$ cat config.mk
export PLATFORM = sky130hd
export DESIGN_NAME = divu_iter_flat
export DESIGN_NICKNAME = d
export VERILOG_FILES = /design/src/rtl/divu_iter_pkg.sv /design/src/rtl/divu_iter_if.sv /design/src/rtl/divu_iter_div_step.sv /design/src/rtl/divu_iter.sv /design/src/flat_wrapper.sv
export SDC_FILE = /design/constraint.sdc
export NUM_CORES = 1
export LEC_CHECK = 0
export BUFFER_PORTS_ARGS = -buffer_cell sky130_fd_sc_hd__buf_2
export CORE_UTILIZATION = 50
export CTS_CLUSTER_DIAMETER = 30
export DETAILED_ROUTE_END_ITERATION = 7
export PLACE_DENSITY_LB_ADDON = 0.15
export SYNTH_ARGS = -nofsm -noshare
export SYNTH_HDL_FRONTEND = slang
export SYNTH_HIERARCHICAL = 1
export SYNTH_SLANG_ARGS = --single-unit
$ cat constraint.sdc
create_clock -name clk_i -period 7.2 [get_ports clk_i]
set_clock_uncertainty 0.05 [all_clocks]
set_input_delay 0.72 -clock clk_i [delete_from_list [all_inputs] [get_ports clk_i]]
set_output_delay 0.72 -clock clk_i [all_outputs]
set_load 0.02 [all_outputs]
$ cat src/rtl/divu_iter_pkg.sv
// Shared definitions for the iterative restoring divider: state encoding,
// default width and the ALU opcode that routes to this unit.
package divu_iter_pkg;
   localparam int DIV_WIDTH = 32;
   localparam logic [5:0] DIV_OP = 6'h1b;

   typedef enum logic [1:0] {
      DIV_IDLE = 2'd0,
      DIV_RUN  = 2'd1,
      DIV_DONE = 2'd2
   } div_state_e;
endpackage

$ cat src/rtl/divu_iter_if.sv
// Request/response bundle between the ALU (master) and the divider (slave).
// signed_op exists only when DIVU_ITER_SIGNED_EN is defined.
interface divu_iter_if #(parameter int WIDTH = 32);
`ifdef DIVU_ITER_SIGNED_EN
   logic             signed_op;
`endif
   logic             start;
   logic             flush;
   logic [WIDTH-1:0] a;
   logic [WIDTH-1:0] b;
   logic             busy;
   logic             done;
   logic [WIDTH-1:0] quotient;
   logic [WIDTH-1:0] remainder;
   logic             div_by_zero;

   modport master (
`ifdef DIVU_ITER_SIGNED_EN
      output signed_op,
`endif
      output start, flush, a, b,
      input  busy, done, quotient, remainder, div_by_zero
   );

   modport slave (
`ifdef DIVU_ITER_SIGNED_EN
      input  signed_op,
`endif
      input  start, flush, a, b,
      output busy, done, quotient, remainder, div_by_zero
   );
endinterface

$ cat src/rtl/divu_iter_div_step.sv
// One restoring step: shift in the next dividend bit, subtract the divisor
// if it fits. The compare is WIDTH+1 bits so the shifted value never overflows.
module div_step #(
   parameter int WIDTH = 32
) (
   input  logic [WIDTH-1:0] rem_i,
   input  logic             bit_i,
   input  logic [WIDTH-1:0] div_i,
   output logic [WIDTH-1:0] rem_o,
   output logic             q_o
);
   logic [WIDTH:0] shifted;
   logic [WIDTH:0] diff;

   always_comb begin
      shifted = {rem_i, bit_i};
      diff    = shifted - {1'b0, div_i};
      q_o     = ~diff[WIDTH];
      rem_o   = q_o ? diff[WIDTH-1:0] : shifted[WIDTH-1:0];
   end
endmodule

$ cat src/rtl/divu_iter.sv
// Iterative radix-2 restoring divider, one quotient bit per cycle.
// Define DIVU_ITER_SIGNED_EN to add signed division via signed_op.
module divu_iter
   import divu_iter_pkg::*;
#(
   parameter int WIDTH = DIV_WIDTH,
   parameter int CNT_W = 6
) (
   input  logic        clk_i,
   input  logic        rst_i,
   divu_iter_if.slave  dif
);
   div_state_e       state_q;
   logic [CNT_W-1:0] cnt_q;
   logic [WIDTH-1:0] rem_q, dvd_q, dvs_q, quo_q, rmd_q;
   logic             busy_q, done_q, dbz_q, qneg_q, rneg_q;

   logic             sop, accept, a_neg, b_neg, step_q;
   logic [WIDTH-1:0] a_mag, b_mag, step_rem, quo_d, rmd_d;

`ifdef DIVU_ITER_SIGNED_EN
   assign sop = dif.signed_op;
`else
   assign sop = 1'b0;
`endif

   assign accept = dif.start && !dif.flush;
   assign a_neg  = sop && dif.a[WIDTH-1];
   assign b_neg  = sop && dif.b[WIDTH-1];
   assign a_mag  = a_neg ? -dif.a : dif.a;
   assign b_mag  = b_neg ? -dif.b : dif.b;

   div_step #(.WIDTH(WIDTH)) u_step (
      .rem_i (rem_q),
      .bit_i (dvd_q[WIDTH-1]),
      .div_i (dvs_q),
      .rem_o (step_rem),
      .q_o   (step_q)
   );

   // Quotient bits shift into the dividend register as its bits are consumed.
   always_comb begin
      quo_d = {dvd_q[WIDTH-2:0], step_q};
      rmd_d = step_rem;
      if (qneg_q) quo_d = -quo_d;
      if (rneg_q) rmd_d = -rmd_d;
   end

   always_ff @(posedge clk_i) begin
      if (rst_i) begin
         state_q <= DIV_IDLE;
         cnt_q   <= '0;
         rem_q   <= '0;
         dvd_q   <= '0;
         dvs_q   <= '0;
         quo_q   <= '0;
         rmd_q   <= '0;
         busy_q  <= 1'b0;
         done_q  <= 1'b0;
         dbz_q   <= 1'b0;
         qneg_q  <= 1'b0;
         rneg_q  <= 1'b0;
      end else begin
         case (state_q)
            DIV_RUN: begin
               if (dif.flush) begin
                  state_q <= DIV_IDLE;
                  busy_q  <= 1'b0;
               end else begin
                  rem_q <= step_rem;
                  dvd_q <= {dvd_q[WIDTH-2:0], step_q};
                  if (cnt_q == CNT_W'(WIDTH-1)) begin
                     state_q <= DIV_DONE;
                     busy_q  <= 1'b0;
                     done_q  <= 1'b1;
                     quo_q   <= quo_d;
                     rmd_q   <= rmd_d;
                     dbz_q   <= 1'b0;
                  end else begin
                     cnt_q <= cnt_q + 1'b1;
                  end
               end
            end
            default: begin
               done_q <= 1'b0;
               if (accept && dif.b == '0) begin
                  // Zero divisor completes on the accepting edge.
                  state_q <= DIV_DONE;
                  done_q  <= 1'b1;
                  quo_q   <= '1;
                  rmd_q   <= dif.a;
                  dbz_q   <= 1'b1;
               end else if (accept) begin
                  state_q <= DIV_RUN;
                  busy_q  <= 1'b1;
                  cnt_q   <= '0;
                  rem_q   <= '0;
                  dvd_q   <= a_mag;
                  dvs_q   <= b_mag;
                  qneg_q  <= a_neg ^ b_neg;
                  rneg_q  <= a_neg;
               end else begin
                  state_q <= DIV_IDLE;
               end
            end
         endcase
      end
   end

   assign dif.busy        = busy_q;
   assign dif.done        = done_q;
   assign dif.quotient    = quo_q;
   assign dif.remainder   = rmd_q;
   assign dif.div_by_zero = dbz_q;
endmodule

$ cat src/flat_wrapper.sv
// flat-port wrapper written by rule: the top's interface ports become plain ports
module divu_iter_flat import divu_iter_pkg::*;
#(
   parameter int WIDTH = DIV_WIDTH,
   parameter int CNT_W = 6
)
  (clk_i, rst_i, dif_start, dif_flush, dif_a, dif_b, dif_busy, dif_done, dif_quotient, dif_remainder, dif_div_by_zero);
  divu_iter_if #(.WIDTH(WIDTH)) dif_i ();
  input  logic clk_i;
  input  logic rst_i;
  input wire logic [$bits(dif_i.start)-1:0] dif_start;
  input wire logic [$bits(dif_i.flush)-1:0] dif_flush;
  input wire logic [$bits(dif_i.a)-1:0] dif_a;
  input wire logic [$bits(dif_i.b)-1:0] dif_b;
  output wire logic [$bits(dif_i.busy)-1:0] dif_busy;
  output wire logic [$bits(dif_i.done)-1:0] dif_done;
  output wire logic [$bits(dif_i.quotient)-1:0] dif_quotient;
  output wire logic [$bits(dif_i.remainder)-1:0] dif_remainder;
  output wire logic [$bits(dif_i.div_by_zero)-1:0] dif_div_by_zero;
  assign dif_i.start = dif_start;
  assign dif_i.flush = dif_flush;
  assign dif_i.a = dif_a;
  assign dif_i.b = dif_b;
  assign dif_busy = dif_i.busy;
  assign dif_done = dif_i.done;
  assign dif_quotient = dif_i.quotient;
  assign dif_remainder = dif_i.remainder;
  assign dif_div_by_zero = dif_i.div_by_zero;
  divu_iter #(.WIDTH(WIDTH), .CNT_W(CNT_W)) u_core (.clk_i(clk_i), .rst_i(rst_i), .dif(dif_i));
endmodule
==> results of run 1 <==
## where the power goes
group | switching, µW | internal, µW | leakage, µW
logic | 254 | 192 | 0.00267
clock network | 405 | 492 | 0.000280
registers | 20.2 | 972 | 0.00139
## metal layers
layer  routed length [µm]  share of wire [%]  global-route usage, %
met1                12200                 49                   41.1
met2                10400                 42                   36.8
met3                 1670                6.8                   4.15
met4                  352                1.4                   8.30
met5                    0                  0                      0
## worst register-to-register path: stages, from the launching register on
cell	delay [ps]
sky130_fd_sc_hd__dfxtp_1	370
sky130_fd_sc_hd__inv_1	60
sky130_fd_sc_hd__ha_1	220
sky130_fd_sc_hd__fa_1	400
sky130_fd_sc_hd__and2b_1	250
sky130_fd_sc_hd__o2111ai_2	130
sky130_fd_sc_hd__a21oi_2	230
sky130_fd_sc_hd__o2111ai_1	220
sky130_fd_sc_hd__a211oi_2	330
sky130_fd_sc_hd__nor2_4	100
sky130_fd_sc_hd__mux2i_4	340
sky130_fd_sc_hd__and2_4	310
sky130_fd_sc_hd__inv_8	130
sky130_fd_sc_hd__mux2_4	340
sky130_fd_sc_hd__a21oi_1	150
sky130_fd_sc_hd__a221oi_1	110
## flip-flops by register name, summed over array words and instances, names as in the netlist, 2 cells and up
signal                cells
u_core/rem_q             32
u_core/dif.remainder     32
u_core/dvs_q             32
u_core/dif.quotient      32
u_core/cnt_q              6
u_core/state_q            2
u_core/dvd_q             32
## how the worst min path moves through the flow
stage	start	end	slack, ps	cells after the start
after global routing	u_core/dvs_q[24]	u_core/dvs_q[24]	420	2
after CTS	u_core/dvs_q[17]	u_core/dvs_q[17]	410	2
after floorplan	u_core/dvs_q[10]	u_core/dvs_q[10]	390	2
after detailed placement	u_core/dvs_q[8]	u_core/dvs_q[8]	400	2
final	u_core/dvs_q[8]	u_core/dvs_q[8]	400	2
after global placement	u_core/dif.done	u_core/dif.done	390	2
## cell type report
class,count,area [µm²],area share (%)
Clock buffer,18,439,4.24
Clock inverter,14,136,1.32
Inverter,36,143,1.38
Multi-Input combinational cell,780,5150,49.8
Sequential cell,171,3420,33.1
Tap cell,229,287,2.77
Timing Repair Buffer,147,771,7.45
## kinds of logic (layout without fill, tap and decap cells)
| group | Yosys count | in the layout | share of synthesized area [%] |
|---|---|---|---|
| and+or+nand+nor | 381 | 381 | 20.1 |
| buffers and inverters | 117 | 215 | 6.41 |
| xor gates and xnor gates | 26 | 26 | 2.50 |
| DFF | 171 | 171 | 37.5 |
| muxes | 29 | 29 | 4.42 |
| AOI/OAI and AO/OA | 310 | 310 | 24.3 |
| adders and majority gates | 34 | 34 | 4.75 |
## per-stage QoR
step	instance area [µm²]	setup slack, ps	cells	hold WS, ps
final	10300	3300	1395	405
after global routing	10300	3110	1395	419
after CTS	10300	3340	1395	407
after detailed placement	9770	3300	1363	397
after global placement	9770	3280	1363	394
after floorplan	9120	3700	1068	386
## cell usage in the layout, fill, tap and decap left out, types with 9 or more instances in the layout
master / n
sky130_fd_sc_hd__dfxtp_1: 171
sky130_fd_sc_hd__buf_2: 133
sky130_fd_sc_hd__a21oi_1: 122
sky130_fd_sc_hd__nor2_1: 112
sky130_fd_sc_hd__nand2_1: 91
sky130_fd_sc_hd__nor3_1: 72
sky130_fd_sc_hd__a221oi_1: 50
sky130_fd_sc_hd__inv_1: 35
sky130_fd_sc_hd__ha_1: 33
sky130_fd_sc_hd__and2_1: 32
sky130_fd_sc_hd__a22o_1: 31
sky130_fd_sc_hd__o21ai_0: 20
sky130_fd_sc_hd__mux2_4: 19
sky130_fd_sc_hd__nand3_1: 18
sky130_fd_sc_hd__clkbuf_16: 17
sky130_fd_sc_hd__a21o_1: 17
sky130_fd_sc_hd__a221oi_2: 15
sky130_fd_sc_hd__buf_4: 14
sky130_fd_sc_hd__xnor2_1: 13
sky130_fd_sc_hd__xor2_1: 13
sky130_fd_sc_hd__a31oi_1: 9
==> results.txt, run 1 <==
Walking the worst path, the cells encountered are inv_1 > ha_1 > fa_1 > and2b_1 > o2111ai_2 > a21oi_2 > o2111ai_1 > a211oi_2 > nor2_4 > mux2i_4 > and2_4 > inv_8 > mux2_4 > a21oi_1 > a221oi_1. The critical path is of the reg -> reg type. The slack of the worst reg-to-reg path is 3300 ps.

The endpoint identified for the worst register-to-register timing path is u_core/dif.remainder[16]. The I/O pin total came out at 135. Ranked by total cell area, the synthesized netlist is headed by sky130_fd_sc_hd__dfxtp_1, sky130_fd_sc_hd__a21oi_1, sky130_fd_sc_hd__a221oi_1, sky130_fd_sc_hd__nor2_1, sky130_fd_sc_hd__ha_1. The min-delay analysis places its worst path in the category reg -> reg.

Once detail routing completed, the nets flagged for antenna violations numbered 0. Setup repair after global routing left no endpoint under its margin. The overall die width came out at 137 µm. On the critical path, the stage with the largest delay is an instance of sky130_fd_sc_hd__fa_1. The post-synthesis average cell area is 8.54 µm². After synthesis, flip-flops and latches occupy 37.5% of the total area. The required time of the critical path came out at 7400 ps. The synthesized design spends more area on one cell type than any other, namely sky130_fd_sc_hd__dfxtp_1. The worst slew margin relative to its limit came out at 23.0%. The routed design has 24600 µm of wire. The max capacitance violation total is 0. The buffers inserted during post-CTS setup optimization is 0. The half-perimeter wire length after placement is 17500 µm.

The number of different library cells in the post-synthesis netlist came out at 76. The clock root buffer is sky130_fd_sc_hd__clkbuf_16. The ratio of final minimum period to clock period is 54.2%. The post-route total power is 2340 µW.

The floorplan has 49 rows. The number of iterations in the first detailed-routing pass came out at 5. The number of global-route vias before repair came out at 7122. After clock tree synthesis, the clock-pin slew on the worst setup and hold paths is 60 ps. The floorplan step defined a die boundary enclosing 18800 µm². The clock period could shrink to 3900 ps.

The layout-stage area growth over the synthesis result is 13.4%. The worst setup path is captured at a flip-flop. The count of state elements after synthesis came out at 171. The number of vias per cell came out at 5.88. The number of pins exceeding their max-slew limit in the final report is 0.

The launch point of the critical path is u_core/dvd_q[31]. The share of the core filled with cells came out at 57.8%. The total area inside the core boundary comes to 17900 µm². The global placement routability congestion came out at 0.874.

In this run the biggest area consumer among cell types represents 37.5% of the synthesized area. TritonCTS built the clock tree. The number of buffers and inverters on the critical path is 2. Synthesis produced a netlist with a net count of 1170. The y dimension of the die is 137 µm. After synthesis, the share of flip-flops with an asynchronous set or reset is 0%.

The number of antenna violations at the first check in global routing is 0. Of all nets on the critical path, the largest fanout is 25. In the routed design, unresolved DRC markers number 0.

The number of vias after detailed routing is 8205. The total standard cell area after synthesis came out at 9120 µm². In this run the number of cells on the critical path is 15. The total inserted antenna cells came out at 0. Synthesis produced 1068 cells.

The critical path ends at u_core/dif.remainder[16]. The H-tree depth is 4. Grouping stages by cell kind, the critical path spends the most delay in compound AO/OA/AOI/OAI gates. The largest stage delay on the critical path is 400 ps. Clock tree synthesis found a total of 171 sinks. The share of final-layout standard cells stronger than drive strength 1 came out at 21.4%.

The initial utilization of the core area, before any placement, comes to 50.9%. The routed length per placed instance is 17.6 µm. The total grt overflow is 0. The data arrival time of the worst path came out at 4100 ps. The worst IR drop on VDD came out at 0.188 mV. Setup violations remaining at the end of the flow were counted as 0. The element type at the critical path start is a flip-flop.

The run finished with clean final reports. The analysis attributes to cell leakage a power of 0.00433 µW. The hold violation count in the final report came to 0. The total of hold buffers inserted after clock tree synthesis is 0. The later-pin clock latency in the skew report is 440 ps.

Input and output buffers added on the ports amount to 134. The total power density per cell area is 226 nW/µm². The slew at the pin with the worst max-slew slack is 1150 ps.

For the worst flop-to-flop path, the logic depth is 15. The final-layout setup total negative slack came out at 0 ps. Counting instances in the post-synthesis netlist gives the leading cell types as sky130_fd_sc_hd__dfxtp_1, sky130_fd_sc_hd__a21oi_1, sky130_fd_sc_hd__nor2_1. The most instantiated library cell after synthesis is sky130_fd_sc_hd__dfxtp_1.

In this run the critical register-to-register path is launched from u_core/dvd_q[31]. The iteration-0 DRC count of the detailed router is 635. The number of fill cells is 1714.

The achievable frequency came out at 256 MHz. The most used flip-flop cell after synthesis is sky130_fd_sc_hd__dfxtp_1. The post-cts repair resize count is 0. The maximum number of pins on one net before global-route repair came out at 74.

The global-route usage over all layers came out at 26.5%. The total CTS buffers is 17. The final layout contains 1255 nets. The count of warnings emitted by yosys is 6. The global-route wire length before repair is 38500 µm.

The count of flip-flops with a built-in enable after synthesis is 0. The number of buffers between clock root and the deepest sink came out at 2.
Power figures use the tool's default switching activity.
==> inputs of run 2 (changes only) <==
Settings changed: ABC_AREA set to 1.
Clock period 7.2 ns to 4.1 ns, I/O delays scaled along.
==> run 2 against run 1 <==
Worst hold slack got worse by 160 ps. Combinational power increased to 2.9 times the previous value. Critical path depth increased by 5. Largest cell class unchanged. Largest power group unchanged.
==> results.txt, run 2 <==
Post-CTS timing repair inserted 0 buffers for setup. The half-perimeter wire length after placement came out at 21900 µm. TritonCTS built the clock tree.

The static leakage is 0.00680 µW. The later-pin clock latency in the skew report is 440 ps. The count of warnings emitted by yosys came out at 6.

In the synthesized netlist the dominant register cell turns out to be sky130_fd_sc_hd__dfxtp_1. Summed over its instances, the top area cell type makes up 31.1% of the synthesized netlist area. The number of buffers between clock root and the deepest sink came out at 2.

The worst hold path terminates at u_core/dvs_q[20]. The worst pin sits at a relative slew slack of 31.0%. The cell count of the worst reg-to-reg path is 20. The hold violation count in the final report came out at 0.

For this configuration, the core starts out at a cell density of 51.7%. The I/O pin total is 135. Of the cells placed in the final design, the portion with a size suffix greater than 1 is 10.7%.

In the layout the commonest cells are sky130_fd_sc_hd__nand2_1, sky130_fd_sc_hd__inv_1, sky130_fd_sc_hd__dfxtp_1. The DRC violation count after routing came out at 0. The y dimension of the die is 150 µm. The number of iterations in the first detailed-routing pass came out at 6. The share of the yosys chip area belonging to registers is 31.1%.

Setup repair after global routing left no endpoint under its margin. The critical-path maximum fanout is 34. The global-route usage over all layers came out at 27.0%. The number of global-route vias before repair was 9485.

The met1 usage came out at 40.4%. Power spread over the standard cell area amounts to 383 nW/µm². Input and output buffers added on the ports amount to 134. For the worst setup path, the data arrival time is 3150 ps. After routing, the total negative slack on setup checks comes to 0 ps. The beginning of the worst register-to-register path is u_core/dvd_q[31]. Buffers inserted during clock tree synthesis total 17. The maximum number of pins on one net before global-route repair is 115.

The first global-routing pass estimated 48100 µm of wire. The worst IR drop on VDD is 0.265 mV. The placed instances occupy a cell area of 11700 µm². The number of fill cells is 2224.

The number of hold buffers added after CTS was 0. The number of antenna violations at the first check in global routing is 0. STA classifies the critical path startpoint as a flip-flop. The iteration-0 DRC count of the detailed router came out at 1148. The congestion estimate from routability-driven global placement came to 0.986.

The final design instance area without fill came out at 12300 µm². The worst hold path belongs to the class in -> reg. Registers take 3420 µm². The tree is rooted in a sky130_fd_sc_hd__clkbuf_16. The number of vias per cell is 5.07. After synthesis, the most frequently instantiated cells are sky130_fd_sc_hd__nand2_1, sky130_fd_sc_hd__inv_1, sky130_fd_sc_hd__dfxtp_1. The clock period minus final worst setup slack came out at 2830 ps.

The ratio of final minimum period to clock period came out at 69.1%. The number of nets at the end of the flow came out at 2018. The slew at the pin with the worst max-slew slack came out at 1030 ps.

The H-tree generated during clock tree synthesis spans 4 levels. The post-cts repair resize count came out at 0. Sorting the synthesized cells by area gives the leading types as sky130_fd_sc_hd__dfxtp_1, sky130_fd_sc_hd__nand2_1, sky130_fd_sc_hd__inv_1, sky130_fd_sc_hd__nand3_1, sky130_fd_sc_hd__a21oi_1. The type of the setup path with the least slack is reg -> reg. The post-synthesis average cell area came out at 5.97 µm². In this run, placement finished with an instance count of 2172. The worst setup path is captured at a flip-flop. In this run the register-to-register setup slack is 1270 ps.

Synthesis instantiated 37 different standard cells from the library. Compared with the post-synthesis result, the final layout area differs by 11.4%. Dividing the detail-routed wire length by the instance count gives 13.7 µm. The total grt overflow is 0.

The total area inside the core boundary comes to 21300 µm². The max capacitance violation total is 0. The number of antenna-violating nets in the routed design came out at 0.

The most instantiated library cell after synthesis is sky130_fd_sc_hd__nand2_1. The design draws 4690 µW. The total routed wirelength came out at 30100 µm. The final cell count without fillers is 2203. The share of the core filled with cells came out at 57.6%. Clock-pin slew was measured on the worst setup and hold paths at 80 ps. The met2 demand-to-capacity share in global routing came out at 39.9%. The overall die width is 150 µm. The total standard cell area after synthesis came out at 11000 µm².

In this run the critical register-to-register path is captured at u_core/dif.remainder[8]. The final count of negative-setup-slack endpoints is 0. 0 antenna diodes ended up in the layout.

In the synthesized netlist the async set-or-reset flop fraction comes to 0%. The achievable frequency came out at 353 MHz. Summed over all instances, the cell type with the most area after synthesis is sky130_fd_sc_hd__dfxtp_1. The synthesized net count came out at 1945.

The number of vias after detailed routing is 11200. The count of flip-flops with a built-in enable after synthesis is 0. Leaving out fill and tap cells, the most frequent cell in the layout is sky130_fd_sc_hd__nand2_1.

The floorplan has 53 rows. The worst hold path begins at dif_b[20]. The number of pins exceeding their max-slew limit in the final report came out at 0. The area of the multi-input gates came out at 5930 µm². The met3 routing resource usage after global routing is 4.33%. At the worst endpoint, the required time is 4420 ps.

The clock drives 171 sinks. The count of state elements after synthesis is 171. Counting every instance in the synthesized netlist gives 1843. The worst hold path passes through 5 cells. The die footprint came out at 22600 µm². The layer flagged by global routing as most heavily used is met1. The flow ran to the end, and the final reports show no timing, DRC or antenna violations.
## run 2: cell count changes after synthesis, moves of 19 or more
cell / previous run / this run
sky130_fd_sc_hd__nand2_1: 91 / 604
sky130_fd_sc_hd__inv_1: 35 / 319
sky130_fd_sc_hd__nand3_1: 18 / 140
sky130_fd_sc_hd__nor3_1: 72 / 7
sky130_fd_sc_hd__o21ai_0: 20 / 83
sky130_fd_sc_hd__a221oi_1: 50 / 0
sky130_fd_sc_hd__o21bai_1: 4 / 39
sky130_fd_sc_hd__nand4_1: 7 / 40
sky130_fd_sc_hd__a22o_1: 31 / 0
sky130_fd_sc_hd__and2_1: 33 / 4
sky130_fd_sc_hd__mux2_4: 19 / 0
## run 2: final cells by class
type,instances,area share (%)
timing repair buffer,147,6.36
multi-input combinational,1256,48.4
tap,275,2.80
clock buffer,17,3.47
clock inverter,14,1.21
inverter,323,9.88
sequential,171,27.9
## run 2: logic make-up (layout without fill, tap and decap cells)
| group | Yosys count | after routing | share of synthesized area (%) |
|---|---|---|---|
| simple gates | 950 | 950 | 35.9 |
| flops | 171 | 171 | 31.1 |
| compound gates | 256 | 256 | 12.7 |
| buf+inv | 416 | 501 | 15.1 |
| fa+ha+maj | 34 | 34 | 3.93 |
| xor+xnor | 16 | 16 | 1.27 |
## run 2: worst max-delay path by stage
stage,cells past startpoint,end,slack (ps),startpoint
after floorplan,20,u_core/dif.remainder[17],1730,u_core/dvd_q[31]
after global placement,20,u_core/dif.remainder[4],1350,u_core/dvd_q[31]
after detailed placement,20,u_core/dif.remainder[19],1290,u_core/dvd_q[31]
after CTS,20,u_core/dif.remainder[19],1270,u_core/dvd_q[31]
after global routing,20,u_core/dif.remainder[13],850,u_core/dvd_q[31]
final,20,u_core/dif.remainder[8],1270,u_core/dvd_q[31]
## run 2: metal layers
layer | vias to the layer above | part of all wire (%)
met5 | - | 0
met4 | 0 | 1.5
met3 | 37 | 6.5
met2 | 350 | 42
met1 | 4952 | 50
li1 | 5833 | -
## run 2: worst max-delay path: stages (launching register included)
cell and delay [ps]:
sky130_fd_sc_hd__dfxtp_1 350, sky130_fd_sc_hd__inv_1 50, sky130_fd_sc_hd__ha_1 220, sky130_fd_sc_hd__fa_1 400, sky130_fd_sc_hd__inv_1 100, sky130_fd_sc_hd__nand2_1 50
sky130_fd_sc_hd__nand2_1 70, sky130_fd_sc_hd__nand3_1 80, sky130_fd_sc_hd__nand2_2 110, sky130_fd_sc_hd__nand2_1 70, sky130_fd_sc_hd__nand2_2 80, sky130_fd_sc_hd__nand2_2 70
sky130_fd_sc_hd__nand2_2 90, sky130_fd_sc_hd__nand2_2 60, sky130_fd_sc_hd__nand2_4 290, sky130_fd_sc_hd__nand2_1 100, sky130_fd_sc_hd__nand2_1 80, sky130_fd_sc_hd__nand2_1 90
sky130_fd_sc_hd__o21ai_0 160, sky130_fd_sc_hd__nand2_1 80, sky130_fd_sc_hd__a21oi_1 130
## run 2: through the flow
stage	hold slack [ps]	setup slack (ps)
final	249	1270
after global routing	256	847
after CTS	241	1270
after detailed placement	395	1290
after global placement	389	1350
after floorplan	400	1730
## run 2: power by group
part           leakage, µW  switching, µW  internal [µW]
Clock             0.000280            809            813
Sequential         0.00139           54.5           1720
Combinational      0.00513            869            424
Total              0.00680           1730           2960
